===== src/rtl/pipeline_hazard_controller_if.sv =====
// Hazard-control bundle between the pipeline datapath (master) and the hazard controller (slave).
interface pipeline_hazard_controller_if #(
  parameter int unsigned REG_ADDR_WIDTH = 5,
  parameter int unsigned CNT_WIDTH      = 32
);
   logic [REG_ADDR_WIDTH-1:0] id_rs1_address;
   logic [REG_ADDR_WIDTH-1:0] id_rs2_address;
   logic                      id_uses_rs1;
   logic                      id_uses_rs2;
   logic [REG_ADDR_WIDTH-1:0] ex_rd_address;
   logic                      ex_is_load;
   logic [1:0]                mem_next_pc_src;
   logic                      mem_ram_req;
   logic                      ram_ack;

   logic                      pc_wren;
   logic                      if_id_wren;
   logic                      id_ex_wren;
   logic                      ex_mem_wren;
   logic                      mem_wb_wren;
   logic                      if_id_clear_n;
   logic                      id_ex_clear_n;
   logic                      ex_mem_clear_n;
   logic                      mem_wait;
   logic                      mem_timeout_err;
   logic [CNT_WIDTH-1:0]      stall_count;

   modport master (
      output id_rs1_address, id_rs2_address, id_uses_rs1, id_uses_rs2,
             ex_rd_address, ex_is_load, mem_next_pc_src, mem_ram_req, ram_ack,
      input  pc_wren, if_id_wren, id_ex_wren, ex_mem_wren, mem_wb_wren,
             if_id_clear_n, id_ex_clear_n, ex_mem_clear_n, mem_wait, mem_timeout_err,
             stall_count
   );

   modport slave (
      input  id_rs1_address, id_rs2_address, id_uses_rs1, id_uses_rs2,
             ex_rd_address, ex_is_load, mem_next_pc_src, mem_ram_req, ram_ack,
      output pc_wren, if_id_wren, id_ex_wren, ex_mem_wren, mem_wb_wren,
             if_id_clear_n, id_ex_clear_n, ex_mem_clear_n, mem_wait, mem_timeout_err,
             stall_count
   );
endinterface


===== src/rtl/pipeline_hazard_controller.sv =====
// Pipeline stall/flush sequencer: load-use bubbles, MEM-stage redirects and RAM wait freezes,
// with a RAM watchdog and a saturating stall-cycle counter.
module pipeline_hazard_controller #(
  parameter int unsigned REG_ADDR_WIDTH = 5,
  parameter int unsigned MEM_TIMEOUT    = 255,
  parameter int unsigned CNT_WIDTH      = 32
) (
   input logic                      clk,
   input logic                      reset_n,
   pipeline_hazard_controller_if.slave hz
);

   localparam int unsigned WaitW = $clog2(MEM_TIMEOUT);
   localparam logic [WaitW-1:0] WaitLast = WaitW'(MEM_TIMEOUT - 1);

   typedef enum logic [0:0] {StIdle, StWait} state_e;

   state_e               state_q;
   logic [WaitW-1:0]     wait_cnt_q;
   logic                 timeout_err_q;
   logic [CNT_WIDTH-1:0] stall_count_q;

   logic force_release, mem_stall, redirect, load_use, rs1_hit, rs2_hit;

   assign force_release = (state_q == StWait) && (wait_cnt_q == WaitLast);
   assign mem_stall     = hz.mem_ram_req && !hz.ram_ack && !force_release;
   assign redirect      = (hz.mem_next_pc_src != 2'b00);
   assign rs1_hit       = hz.id_uses_rs1 && (hz.id_rs1_address == hz.ex_rd_address);
   assign rs2_hit       = hz.id_uses_rs2 && (hz.id_rs2_address == hz.ex_rd_address);
   assign load_use      = hz.ex_is_load && (hz.ex_rd_address != '0) && (rs1_hit || rs2_hit);

   // Priority: RAM freeze defers everything; a redirect squashes the load-use victim anyway.
   always_comb begin
      hz.pc_wren        = 1'b1;
      hz.if_id_wren     = 1'b1;
      hz.id_ex_wren     = 1'b1;
      hz.ex_mem_wren    = 1'b1;
      hz.mem_wb_wren    = 1'b1;
      hz.if_id_clear_n  = 1'b1;
      hz.id_ex_clear_n  = 1'b1;
      hz.ex_mem_clear_n = 1'b1;
      if (!reset_n) begin
         hz.pc_wren        = 1'b0;
         hz.if_id_wren     = 1'b0;
         hz.id_ex_wren     = 1'b0;
         hz.ex_mem_wren    = 1'b0;
         hz.mem_wb_wren    = 1'b0;
         hz.if_id_clear_n  = 1'b0;
         hz.id_ex_clear_n  = 1'b0;
         hz.ex_mem_clear_n = 1'b0;
      end else if (mem_stall) begin
         hz.pc_wren     = 1'b0;
         hz.if_id_wren  = 1'b0;
         hz.id_ex_wren  = 1'b0;
         hz.ex_mem_wren = 1'b0;
         hz.mem_wb_wren = 1'b0;
      end else if (redirect) begin
         hz.if_id_clear_n  = 1'b0;
         hz.id_ex_clear_n  = 1'b0;
         hz.ex_mem_clear_n = 1'b0;
      end else if (load_use) begin
         hz.pc_wren       = 1'b0;
         hz.if_id_wren    = 1'b0;
         hz.id_ex_clear_n = 1'b0;
      end
   end

   always_ff @(posedge clk) begin
      if (!reset_n) begin
         state_q       <= StIdle;
         wait_cnt_q    <= '0;
         timeout_err_q <= 1'b0;
         stall_count_q <= '0;
      end else begin
         unique case (state_q)
            StIdle: begin
               if (mem_stall) begin
                  state_q    <= StWait;
                  wait_cnt_q <= WaitW'(1);
               end
            end
            StWait: begin
               if (mem_stall) begin
                  wait_cnt_q <= wait_cnt_q + WaitW'(1);
               end else begin
                  state_q    <= StIdle;
                  wait_cnt_q <= '0;
                  // Only flag the watchdog when it actually cut an unacknowledged access short.
                  if (force_release && hz.mem_ram_req && !hz.ram_ack) begin
                     timeout_err_q <= 1'b1;
                  end
               end
            end
            default: begin
               state_q    <= StIdle;
               wait_cnt_q <= '0;
            end
         endcase
         if (!hz.pc_wren && !(&stall_count_q)) begin
            stall_count_q <= stall_count_q + CNT_WIDTH'(1);
         end
      end
   end

   assign hz.mem_wait        = (state_q == StWait);
   assign hz.mem_timeout_err = timeout_err_q;
   assign hz.stall_count     = stall_count_q;

endmodule

===== src/flat_wrapper.sv =====
// flat-port wrapper written by rule: the top's interface ports become plain ports
module pipeline_hazard_controller_flat 
#(
  parameter int unsigned REG_ADDR_WIDTH = 5,
  parameter int unsigned MEM_TIMEOUT    = 255,
  parameter int unsigned CNT_WIDTH      = 32
)
  (clk, reset_n, hz_id_rs1_address, hz_id_rs2_address, hz_id_uses_rs1, hz_id_uses_rs2, hz_ex_rd_address, hz_ex_is_load, hz_mem_next_pc_src, hz_mem_ram_req, hz_ram_ack, hz_pc_wren, hz_if_id_wren, hz_id_ex_wren, hz_ex_mem_wren, hz_mem_wb_wren, hz_if_id_clear_n, hz_id_ex_clear_n, hz_ex_mem_clear_n, hz_mem_wait, hz_mem_timeout_err, hz_stall_count);
  pipeline_hazard_controller_if #(.REG_ADDR_WIDTH(REG_ADDR_WIDTH), .CNT_WIDTH(CNT_WIDTH)) hz_i ();
  input logic clk;
  input logic reset_n;
  input wire logic [$bits(hz_i.id_rs1_address)-1:0] hz_id_rs1_address;
  input wire logic [$bits(hz_i.id_rs2_address)-1:0] hz_id_rs2_address;
  input wire logic [$bits(hz_i.id_uses_rs1)-1:0] hz_id_uses_rs1;
  input wire logic [$bits(hz_i.id_uses_rs2)-1:0] hz_id_uses_rs2;
  input wire logic [$bits(hz_i.ex_rd_address)-1:0] hz_ex_rd_address;
  input wire logic [$bits(hz_i.ex_is_load)-1:0] hz_ex_is_load;
  input wire logic [$bits(hz_i.mem_next_pc_src)-1:0] hz_mem_next_pc_src;
  input wire logic [$bits(hz_i.mem_ram_req)-1:0] hz_mem_ram_req;
  input wire logic [$bits(hz_i.ram_ack)-1:0] hz_ram_ack;
  output wire logic [$bits(hz_i.pc_wren)-1:0] hz_pc_wren;
  output wire logic [$bits(hz_i.if_id_wren)-1:0] hz_if_id_wren;
  output wire logic [$bits(hz_i.id_ex_wren)-1:0] hz_id_ex_wren;
  output wire logic [$bits(hz_i.ex_mem_wren)-1:0] hz_ex_mem_wren;
  output wire logic [$bits(hz_i.mem_wb_wren)-1:0] hz_mem_wb_wren;
  output wire logic [$bits(hz_i.if_id_clear_n)-1:0] hz_if_id_clear_n;
  output wire logic [$bits(hz_i.id_ex_clear_n)-1:0] hz_id_ex_clear_n;
  output wire logic [$bits(hz_i.ex_mem_clear_n)-1:0] hz_ex_mem_clear_n;
  output wire logic [$bits(hz_i.mem_wait)-1:0] hz_mem_wait;
  output wire logic [$bits(hz_i.mem_timeout_err)-1:0] hz_mem_timeout_err;
  output wire logic [$bits(hz_i.stall_count)-1:0] hz_stall_count;
  assign hz_i.id_rs1_address = hz_id_rs1_address;
  assign hz_i.id_rs2_address = hz_id_rs2_address;
  assign hz_i.id_uses_rs1 = hz_id_uses_rs1;
  assign hz_i.id_uses_rs2 = hz_id_uses_rs2;
  assign hz_i.ex_rd_address = hz_ex_rd_address;
  assign hz_i.ex_is_load = hz_ex_is_load;
  assign hz_i.mem_next_pc_src = hz_mem_next_pc_src;
  assign hz_i.mem_ram_req = hz_mem_ram_req;
  assign hz_i.ram_ack = hz_ram_ack;
  assign hz_pc_wren = hz_i.pc_wren;
  assign hz_if_id_wren = hz_i.if_id_wren;
  assign hz_id_ex_wren = hz_i.id_ex_wren;
  assign hz_ex_mem_wren = hz_i.ex_mem_wren;
  assign hz_mem_wb_wren = hz_i.mem_wb_wren;
  assign hz_if_id_clear_n = hz_i.if_id_clear_n;
  assign hz_id_ex_clear_n = hz_i.id_ex_clear_n;
  assign hz_ex_mem_clear_n = hz_i.ex_mem_clear_n;
  assign hz_mem_wait = hz_i.mem_wait;
  assign hz_mem_timeout_err = hz_i.mem_timeout_err;
  assign hz_stall_count = hz_i.stall_count;
  pipeline_hazard_controller #(.REG_ADDR_WIDTH(REG_ADDR_WIDTH), .MEM_TIMEOUT(MEM_TIMEOUT), .CNT_WIDTH(CNT_WIDTH)) u_core (.clk(clk), .reset_n(reset_n), .hz(hz_i));
endmodule

===== config.mk =====
export PLATFORM = sky130hd
export DESIGN_NAME = pipeline_hazard_controller_flat
export DESIGN_NICKNAME = d
export VERILOG_FILES = /design/src/rtl/pipeline_hazard_controller_if.sv /design/src/rtl/pipeline_hazard_controller.sv /design/src/flat_wrapper.sv
export SDC_FILE = /design/constraint.sdc
export NUM_CORES = 1
export LEC_CHECK = 0
export BUFFER_PORTS_ARGS = -buffer_cell sky130_fd_sc_hd__buf_2
export CAP_MARGIN = 20
export CORE_MARGIN = 2
export CORE_UTILIZATION = 50
export CTS_CLUSTER_DIAMETER = 100
export DETAILED_ROUTE_END_ITERATION = 10
export GPL_TIMING_DRIVEN = 0
export PLACE_DENSITY = 0.8
export SETUP_SLACK_MARGIN = 0.15
export SLEW_MARGIN = 15
export SYNTH_ARGS = -nofsm -noshare
export SYNTH_HDL_FRONTEND = slang
export SYNTH_SLANG_ARGS = --single-unit

===== constraint.sdc =====
create_clock -name clk -period 6.85 [get_ports clk]
set_input_delay 1.37 -clock clk [delete_from_list [all_inputs] [get_ports clk]]
set_output_delay 1.37 -clock clk [all_outputs]
set_load 0.03 [all_outputs]

# Word level (Yosys, flattened, before mapping)
# Index checks and enable logic that the tools add are counted.
[op_classes]
n_addsub = 2
multipliers = 0
n_div = 0
n_lt_le_gt_ge = 0
n_eq_ne = 4
shifts = 0
mux = 16
bitwise_logic = 2
n_reduce_logical = 19
[op_table]
columns = ["op", "n"]
rows = [
  ["adder 32 x 1 -> 32 bit, second input constant", 1],
  ["AND reduction 32 bit", 1],
  ["two-way mux 8 bit", 2],
  ["one-hot mux 8 bit (2 select lines)", 1],
  ["two-way mux 1 bit", 13],
  ["equality test 5 bit", 2],
  ["logical AND 1 bit", 10],
  ["adder 8 x 1 -> 8 bit, second input constant", 1],
  ["equality test 8 bit, second input constant", 1],
  ["nonzero test 5 bit", 1],
  ["zero test 1 bit", 4],
  ["AND reduction 3 bit", 1],
  ["!= test 2 x 1 -> 1 bit, second input constant", 1],
  ["inverter 1 bit", 2],
  ["nonzero test 2 bit", 1],
  ["logical OR 1 bit", 1],
]
[word_totals]
register_bits = 42
latchBits = 0
ramBits = 0
romBits = 0
inputBits = 24
mem_count = 0

# Logic depth before layout (Yosys ltp)
# Gate-level depths: netlist of run 1.
[depth]
ltp_word = 10
depth_mapped = 10

# Worst setup path after synthesis of run 1
# OpenSTA, ideal clock, no wires.
[synth_path]
kind = "in2out"
start = "input hz_ex_rd_address[1]"
end = "output hz_pc_wren"
arrival_ps = 3028
t_required_ps = 5480
slack_ps = 2452
stages = 7
path_cell_list = "or4_1 -> o21ai_1 -> nor2_1 -> a21oi_2 -> buf_2 -> buf_2 -> buf_4"
[synth_via]
elab_chain_len = 8
[synth_lines]
columns = ["element", "line", "rtl"]
rows = [
  ["from (decl)", "flat_wrapper.sv:16", "input wire logic [$bits(hz_i.ex_rd_address)-1:0] hz_ex_rd_address;"],
  ["equality test 5 bit, on equally long branches", "pipeline_hazard_controller.sv:28, pipeline_hazard_controller.sv:29", ""],
  ["logical AND 1 bit, on equally long branches", "pipeline_hazard_controller.sv:28, pipeline_hazard_controller.sv:29", ""],
  ["logical OR 1 bit", "pipeline_hazard_controller.sv:30", "assign load_use = hz.ex_is_load && (hz.ex_rd_address != '0) && (rs1_hit || rs2_hit);"],
  ["logical AND 1 bit *", "pipeline_hazard_controller.sv:30", ""],
  ["two-way mux 1 bit * (4 in a row)", "n/a", ""],
  ["to (decl)", "flat_wrapper.sv:21", "output wire logic [$bits(hz_i.pc_wren)-1:0] hz_pc_wren;"],
]
# Every way passes the cells marked *; elsewhere a longest branch is shown, timed or not.

# Worst setup path after layout of run 1
[layout_path]
start = "input hz_ex_rd_address[1]"
end = "output hz_pc_wren"
[layout_via]
elab_chain_len = 8
[layout_lines]
columns = ["element", "line", "rtl"]
rows = [
  ["equality test 5 bit, on equally long branches", "pipeline_hazard_controller.sv:28, pipeline_hazard_controller.sv:29", ""],
  ["logical AND 1 bit, on equally long branches", "pipeline_hazard_controller.sv:28, pipeline_hazard_controller.sv:29", ""],
  ["logical OR 1 bit", "pipeline_hazard_controller.sv:30", ""],
  ["logical AND 1 bit *", "pipeline_hazard_controller.sv:30", ""],
  ["two-way mux 1 bit *", "pipeline_hazard_controller.sv:61", "end else if (load_use) begin"],
  ["two-way mux 1 bit *", "pipeline_hazard_controller.sv:57", "end else if (redirect) begin"],
  ["two-way mux 1 bit *", "pipeline_hazard_controller.sv:51", "end else if (mem_stall) begin"],
  ["two-way mux 1 bit *", "pipeline_hazard_controller.sv:42", "if (!reset_n) begin"],
]
# Marked as above.

==> results of run 1 <==
[cells in the mapped netlist, types with 3 or more instances]
library cell | count | area (um2)
and3_1 | 7 | 43.8
nor2_1 | 21 | 78.8
buf_4 | 7 | 52.6
xnor2_1 | 13 | 114
nand4_1 | 18 | 113
nand2b_1 | 9 | 56.3
clkbuf_1 | 7 | 26.3
a21oi_1 | 27 | 135
dfxtp_1 | 42 | 841
ha_1 | 3 | 37.5
o21ai_0 | 3 | 15.0
buf_2 | 6 | 30.0
o31ai_1 | 22 | 165
or4_1 | 25 | 188
nand2_1 | 20 | 75.1
xor2_1 | 4 | 35.0
o211ai_1 | 3 | 22.5
nand3_1 | 17 | 85.1
mux2i_1 | 5 | 50.1
or3_1 | 4 | 25.0
inv_1 | 5 | 18.8
o21ai_1 | 4 | 20.0
nor4_1 | 5 | 31.3
[layout by cell type, fill, tap and decap left out, drive strengths merged, types with 9 or more instances in the layout]
cell type / Yosys / final
or4: 25 / 25
o31ai: 22 / 22
nand2: 21 / 21
nand4: 18 / 18
clkbuf: 7 / 12
dfxtp: 42 / 42
a21oi: 28 / 28
nor2: 22 / 22
nand3: 17 / 17
buf: 15 / 80
xnor2: 13 / 13
nand2b: 9 / 9
[critical path: cells and delay by family]
| kind | cells | cell delay [ns] |
|---|---|---|
| buffers and inverters | 5 | 0.97 |
| AND/OR/NAND/NOR | 2 | 0.59 |
| AO/OA/AOI/OAI | 2 | 0.55 |
[cells by family (layout without fill, tap and decap cells)]
kind of cell               count (synthesis)  in the layout  synth area share
xor gates and xnor gates                  17             17            0.0620
AOI/OAI and AO/OA                         64             64             0.166
and+or+nand+nor                          138            138             0.327
DFF                                       42             42             0.350
adders and majority gates                  3              3            0.0156
buffers and inverters                     27            100            0.0594
muxes                                      5              5            0.0208
[flip-flops by register name, summed over array words and instances, names as in the netlist]
| name | flops |
|---|---|
| u_core.hz.stall_count | 32 |
| u_core.hz.mem_timeout_err | 1 |
| u_core.wait_cnt_q | 8 |
| u_core.hz.mem_wait | 1 |
[how the worst max path moves through the flow]
stage / from / to / slack, ns / cells after the start
5_1_grt: hz_ex_rd_address[1] / hz_pc_wren / 1.85 / 9
2_1_floorplan: hz_ex_rd_address[1] / hz_pc_wren / 2.45 / 7
3_5_place_dp: hz_ex_rd_address[1] / hz_pc_wren / 2.02 / 9
6_report: hz_ex_rd_address[1] / hz_pc_wren / 1.99 / 9
4_1_cts: hz_ex_rd_address[1] / hz_pc_wren / 2.01 / 9
3_3_place_gp: hz_ex_rd_address[1] / hz_pc_wren / 2.00 / 9
[layer usage]
layer | vias to the layer above | share of wire | GRT usage
met3 | 9 | 0.084 | 0.0398
li1 | 1255 | - | -
met2 | 127 | 0.48 | 0.412
met4 | 0 | 0.0098 | 0.105
met5 | - | 0 | 0
met1 | 1235 | 0.42 | 0.313
[final cells by class]
cell class	count	area [um2]
plain buffers	22	124
clock buffers	5	68.8
clock inverters	3	68.8
fillers	446	1760
inverters	5	18.8
multi-input cells	227	1420
flip-flops and latches	42	841
well taps	54	67.6
repair buffers	65	325
[power breakdown]
group,switching (mW),internal (mW),total (mW)
Sequential,0.00263,0.246,0.248
Combinational,0.0347,0.0203,0.0550
Clock,0.0927,0.146,0.239
[metrics by stage]
step | setup slack, ns | power, mW
finish | 1.99 | 0.542
CTS | 2.01 | 0.542
global placement | 2.00 | 0.308
detailed placement | 2.02 | 0.309
floorplan | 2.45 | 0.289
global route | 1.85 | 0.555
==> results.md, run 1 <==
* Net count, final at 395
* Final Cycle Share at 0.709
* Hold WC Path Type: reg2reg
* Synthesized area at 2400 um2
* Number of detailed-route iterations in the first pass at 7
* Reg2reg start: u_core.hz.stall_count[15]
* Worst-path clk slew at 0.08 ns
* Std cell rows at 25
* Synth warnings at 0
* Final core utilization at 0.625
* Crit path cell chain: buf_2, or4_1, o21ai_1, nor2_1, a21oi_2, buf_2, buf_2, buf_4, buf_2
* Post-DP Area at 2800 um2
* Iteration-0 DRC Markers at 211
* Reg2reg path depth at 8
* CP max FO at 11
* Area of the core at 4690 um2
* Die ar. at 5380 um2
* RSZ-0062 raised after global routing: no
* Clock Path Buffers at 2
* Hold Path End: u_core.hz.mem_timeout_err
* Global-route wire length before repair at 10,400 um
* Antenna cells at 0
* Reg2reg setup slack at 4.36 ns
* CTS root buf: clkbuf_8
* Gpl congestion at 0.867
* Initial antenna violation count at 0
* Final TNS setup at 0 ns
* Final Slew Violations at 0
* Hold-fix buffers, CTS at 0
* Crit path top cell by count: buf_2
* Netlist cell types at 39
* Top FF cell, synth: dfxtp_1
* Worst VDD drop at 119 uV
* Finished Cell Area at 2930 um2
* Clk_lat worst skew at 0.30 ns
* Worst slew pin tran at 0.606 ns
* PD cells at 185 nW/um2
* Via count at 2,626
* Asr flop ratio synth at 0
* CTS tree: yes
* Flops & latches, synth at 42
* Avg Cell Area, Syn at 8.12 um2
* # DRC at 0
* Post-synth EDFFs at 0
* Max-capacitance violation count at 0
* Largest net degree at the start of global routing at 15
* Final Instance Count excl. Fillers at 423
* Final Critical Period at 4.86 ns
* Slowest-stage cell, CP: or4_1
* Vias per Instance at 6.21
* Cells after DPL at 415
* CP Capture Type: output pin
* Critical path type: in2out
* Worst Hold Launch: u_core.hz.mem_timeout_err
* Max_slew headroom at 0.596
* Post-DP HPWL at 4580 um
* Routed len/inst at 15.4 um
* Crit path largest cell delay at 0.51 ns
* Final setup vio count at 0
* Hold Crit Depth at 2
* Area Growth Syn to Fin at 22.1%
* Global-route usage over all layers at 0.246
* Leak pwr at 1.13 nW
* Die height at 73.3 um
* Die span in x at 73.3 um
* Sequential share of the synthesized area at 0.350
* Required @ worst endpoint at 5.48 ns
* WL final at 6510 um
* Number of port buffers at 65
* Num ports at 66
* Critical path arrival at 3.49 ns
* Hold slack at 0.470 ns
* Share of post-route cells with drive strength above 1 at 0.252
* Cts repair resizes at 0
* GR Overflow Total at 0
* Reg-to-Reg End: u_core.hz.stall_count[9]
* Clk sinks at 42
* Startpoint class of the critical path: input port
* Routed Antenna Nets at 0
* Synth Instances at 296
* Initial Utilization at 0.512
* CTS buffer count at 5
* Status: completed
* Depth of the CTS H-tree at 2
* Final Hold Vio Count at 0
* Synth Net Count at 323
* Peak Freq at 0.206 GHz
* Vias in the first global route at 2,397
* Post-CTS Repair Setup Buffers at 0
* Clk_skew at 0.0106 ns
Note: power is estimated with default switching activity, not from simulation.
==> run 2: changes to the inputs <==
Settings changed: ABC_AREA set to 1, PLACE_DENSITY 0.8 to 0.78.
Clock period 6.85 ns to 4.51 ns, I/O delays scaled along.
==> results.md, run 2 <==
* Top cells by area, synth: dfxtp_1, nand2_1, nand3_1
* Post-CTS Repair Setup Buffers at 0
* WL met1 at 3590 um
* Global-route wire length before repair at 13,000 um
* Depth of the CTS H-tree at 2
* Avg Cell Area, Syn at 6.16 um2
* Synth Instances at 458
* Worst-path clk slew at 0.08 ns
* Final TNS setup at 0 ns
* Via count at 3,107
* Synthesized area at 2820 um2
* Area Growth Syn to Fin at 18.6%
* Clock Path Buffers at 2
* Met3 WL at 352 um
* Synth Net Count at 485
* Slowest-stage cell, CP: buf_2
* Final setup vio count at 0
* Asr flop ratio synth at 0
* Crit path cell chain: buf_2, inv_1, nand2_1, nand2_1, nor2_1, nand3_1, nand2_1, nand3_1, nand2_2, buf_2, inv_1, buf_4, buf_2
* # DRC at 0
* Number of detailed-route iterations in the first pass at 4
* Final Hold Vio Count at 0
* Fill cell count at 559
* Vias in the first global route at 2,931
* Post-synth EDFFs at 0
* Share of post-route cells with drive strength above 1 at 0.186
* CTS tree: yes
* CTS root buf: clkbuf_8
* Startpoint class of the critical path: input port
* Peak Freq at 0.305 GHz
* Sequential share of the synthesized area at 0.298
* Top sig layer: met4
* Top FF cell, synth: dfxtp_1
* Clk sinks at 42
* Gpl congestion at 0.987
* Worst VDD drop at 155 uV
* Leak pwr at 1.47 nW
* Synth area leader: dfxtp_1
* RSZ-0062 raised after global routing: no
* Flops & latches, synth at 42
* CP Capture Type: output pin
* Most common cell after layout, fill and taps aside: nand2_1
* Vias per Instance at 5.15
* PD cells at 229 nW/um2
* Critical path arrival at 2.38 ns
* Register area at 841 um2
* Die height at 79.1 um
* Global-route usage over all layers at 0.257
* Max_slew headroom at 0.523
* Final Critical Period at 3.28 ns
* Die ar. at 6260 um2
* Place WS at 1.24 ns
* Final Cycle Share at 0.728
* Final Slew Violations at 0
* Hold-fix buffers, CTS at 0
* Antenna cells at 0
* Initial Utilization at 0.516
* Most numerous cell in the Yosys netlist: nand2_1
* Share of Yosys cell area claimed by the top area cell type at 0.298
* Hold WC Path Type: reg2reg
* Max-capacitance violation count at 0
* GR Overflow Total at 0
* Die span in x at 79.1 um
* Clk_lat worst skew at 0.30 ns
* Most frequent cells in the layout: nand2_1, buf_2, nor2_1
* Largest net degree at the start of global routing at 14
* CTS buffer count at 5
* Final core utilization at 0.612
* Synth warnings at 0
* WL final at 7620 um
* Num ports at 66
* CP max FO at 10
* Multi-input logic area at 1720 um2
* Routed Antenna Nets at 0
* Critical path type: in2out
* Number of port buffers at 65
* Synth cell count leaders: nand2_1, nor2_1, nand3_1
* Netlist cell types at 31
* Iteration-0 DRC Markers at 161
* Clk_skew at 0.00898 ns
* Post-route setup slack at 1.23 ns
* Std cell rows at 27
* Net count, final at 557
* Max reg flops at 32
* Initial antenna violation count at 0
* Routed len/inst at 12.6 um
* Required @ worst endpoint at 3.61 ns
* Status: completed
* Crit path largest cell delay at 0.26 ns
* Routed wl met2 at 3490 um
* Area of the core at 5470 um2
* Post-DP HPWL at 6100 um
* Cts repair resizes at 0
* Worst slew pin tran at 0.708 ns
[run 2: area by class of cell]
cell class / instances / share of cell area
Buffer: 16 / 0.0303
Clock buffer: 5 / 0.0206
Clock inverter: 3 / 0.0120
Inverter: 42 / 0.0471
Multi-Input combinational cell: 358 / 0.515
Sequential cell: 42 / 0.251
Tap cell: 72 / 0.0269
Timing Repair Buffer: 65 / 0.0972
[run 2: power by group]
part           total, mW  switching, mW  internal (mW)
Sequential         0.378        0.00447          0.374
Combinational     0.0913         0.0600         0.0314
Clock              0.297          0.134          0.163
Total              0.767          0.199          0.568
[run 2: per-layer routing]
layer  global-route usage  vias to the layer above
met5                    0                        -
li1                     -                     1604
met1                0.345                     1413
met2                0.406                       74
met3               0.0523                       16
met4               0.0948                        0
[run 2: final timing paths]
path	startpoint	endpoint	slack [ns]	cells after the start
min	u_core.hz.mem_timeout_err	u_core.hz.mem_timeout_err	0.46	1
min reg2reg	u_core.hz.mem_timeout_err	u_core.hz.mem_timeout_err	0.46	1
max reg2reg	u_core.hz.stall_count[0]	u_core.hz.stall_count[28]	2.21	9
max	hz_ex_rd_address[1]	hz_pc_wren	1.23	13
[run 2: cells by family (layout without fill, tap and decap cells)]
kind of cell,Yosys count,after routing,share of synthesized area
AO/OA/AOI/OAI,39,39,0.0714
XOR/XNOR,22,22,0.0683
adder cells (fa/ha/maj),3,3,0.0133
buffers and inverters,58,131,0.0918
flip-flops,42,42,0.298
AND/OR/NAND/NOR,294,294,0.457
[run 2: critical path, delay by kind of cell]
kind,cells,cell delay [ns]
buffers and inverters,6,0.80
and+or+nand+nor,7,0.67
[run 2: through the flow]
stage | power (mW) | cell area, um2 | instances | hold WS, ns
2_1_floorplan | 0.446 | 2820 | 458 | 0.477
3_3_place_gp | 0.476 | 3240 | 595 | 0.445
3_5_place_dp | 0.478 | 3240 | 595 | 0.452
4_1_cts | 0.769 | 3350 | 603 | 0.471
5_1_grt | 0.799 | 3350 | 603 | 0.476
6_report | 0.767 | 3350 | 603 | 0.463
==> run 3: changes to the inputs <==
Settings changed: CORE_UTILIZATION 50 to 49, PLACE_DENSITY 0.78 to 0.8.
Clock period 4.51 ns to 2.75 ns, I/O delays scaled along.
==> results.md, run 3 (synthesized netlist as in run 2, its figures left out) <==
* Global-route wire length before repair at 12,400 um
* Via count at 3,193
* Routed len/inst at 12.5 um
* Final TNS setup at 0 ns
* CTS root buf: clkbuf_8
* Area of the core at 5540 um2
* Max reg flops at 32
* Hold slack at 0.472 ns
* Most frequent cells in the layout: nand2_1, buf_2, nor2_1
* Number of port buffers at 65
* Post-DP HPWL at 5970 um
* Setup crit start: u_core.wait_cnt_q[0]
* Peak Freq at 0.406 GHz
* Final Critical Period at 2.46 ns
* Die span in x at 79.9 um
* Area Growth Syn to Fin at 20.4%
* Required @ worst endpoint at 2.20 ns
* Fill cell count at 552
* Clk_skew at 0.00573 ns
* CP Capture Type: output pin
* Critical path arrival at 1.91 ns
* Net count, final at 563
* Final Cycle Share at 0.895
* Worst VDD drop at 308 uV
* Num ports at 66
* Largest net degree at the start of global routing at 15
* Routed Antenna Nets at 0
* Global-route usage over all layers at 0.240
* Share of post-route cells with drive strength above 1 at 0.205
* Post-route setup slack at 0.288 ns
* Worst slew pin tran at 0.711 ns
* PD cells at 351 nW/um2
* Status: completed
* # DRC at 0
* WL final at 7620 um
* Critical path type: reg2out
* Std cell rows at 27
* Vias in the first global route at 2,794
* Final setup vio count at 0
* PnR Total Power at 1.19 mW
* Number of detailed-route iterations in the first pass at 5
* CTS buffer count at 5
* Final Instance Count excl. Fillers at 609
* Clk sinks at 42
* RSZ-0062 raised after global routing: no
* Vias per Instance at 5.24
* Startpoint class of the critical path: register
* CP max FO at 10
* Final Slew Violations at 0
* Gpl congestion at 0.982
* Hold WC Path Type: reg2reg
* Worst-path clk slew at 0.09 ns
* GR Overflow Total at 0
* Iteration-0 DRC Markers at 260
* Max_slew headroom at 0.521
* Cells after DPL at 595
* Initial Utilization at 0.509
* Leak pwr at 1.49 nW
* Worst Hold Launch: u_core.hz.mem_timeout_err
* Clock Path Buffers at 2
* Die height at 79.9 um
* Clk_lat worst skew at 0.30 ns
* Antenna cells at 0
* Most common cell after layout, fill and taps aside: nand2_1
* Depth of the CTS H-tree at 2
* Reg2reg start: u_core.hz.stall_count[0]
* CTS tree: yes
* Initial antenna violation count at 0
* Max-capacitance violation count at 0
* Die ar. at 6380 um2
* Place WS at 0.133 ns
* Final Hold Vio Count at 0
[run 3: cell count changes in the layout (fill, tap and decap cells not counted), sizes merged]
cell and delta:
buf +6, bufinv -1, clkinvlp +1
[run 3: final cells by class]
| cell class | count | area (um2) | area share |
|---|---|---|---|
| buffer | 16 | 108 | 0.0317 |
| clock buffer | 5 | 68.8 | 0.0202 |
| clock inverter | 3 | 21.3 | 0.00626 |
| inverter | 42 | 158 | 0.0464 |
| multi-input combinational | 358 | 1740 | 0.511 |
| sequential | 42 | 843 | 0.248 |
| tap | 72 | 90.1 | 0.0265 |
| timing repair buffer | 71 | 373 | 0.110 |
[run 3: final timing paths]
check | cells past startpoint | slack (ns) | endpoint
max | 13 | 0.29 | hz_pc_wren
min | 1 | 0.47 | u_core.hz.mem_timeout_err
max reg2reg | 9 | 0.41 | u_core.hz.stall_count[6]
min reg2reg | 1 | 0.47 | u_core.hz.mem_timeout_err
[run 3: per-stage QoR]
step                cell area (um2)  utilization
floorplan                      2830            -
global placement               3240        0.585
detailed placement             3240        0.585
CTS                            3360        0.607
global route                   3400        0.614
finish                         3400        0.614
[run 3: power breakdown]
| group | total [mW] | leakage, nW | switching (mW) | internal (mW) |
|---|---|---|---|---|
| clock network | 0.409 | 0.0441 | 0.230 | 0.179 |
| logic | 0.162 | 1.11 | 0.102 | 0.0606 |
| registers | 0.621 | 0.340 | 0.00815 | 0.613 |
[run 3: critical path, cell delays in order (launching register included)]
cell	delay (ns)
dfxtp_2	0.34
inv_2	0.06
ha_1	0.14
nand2_1	0.05
inv_1	0.06
nand4_1	0.14
nand2_2	0.11
inv_2	0.06
nor2_4	0.11
nand2_4	0.09
buf_6	0.15
inv_1	0.07
buf_4	0.10
buf_4	0.14
[run 3: repair_timing]
action,4_1_cts,5_1_grt
hold buffers,0,0
gates cloned,0,0
resized for setup,5,4
buffers inserted,2,4
pin swaps,2,3
setup endpoints to repair,2,3
[run 3: per-layer routing]
| layer | wire (um) | vias to the layer above | GRT usage |
|---|---|---|---|
| met5 | 0 | - | 0 |
| met4 | 97 | 0 | 0.0576 |
| met3 | 512 | 10 | 0.0407 |
| met2 | 3570 | 116 | 0.387 |
| met1 | 3440 | 1456 | 0.334 |
| li1 | - | 1611 | - |
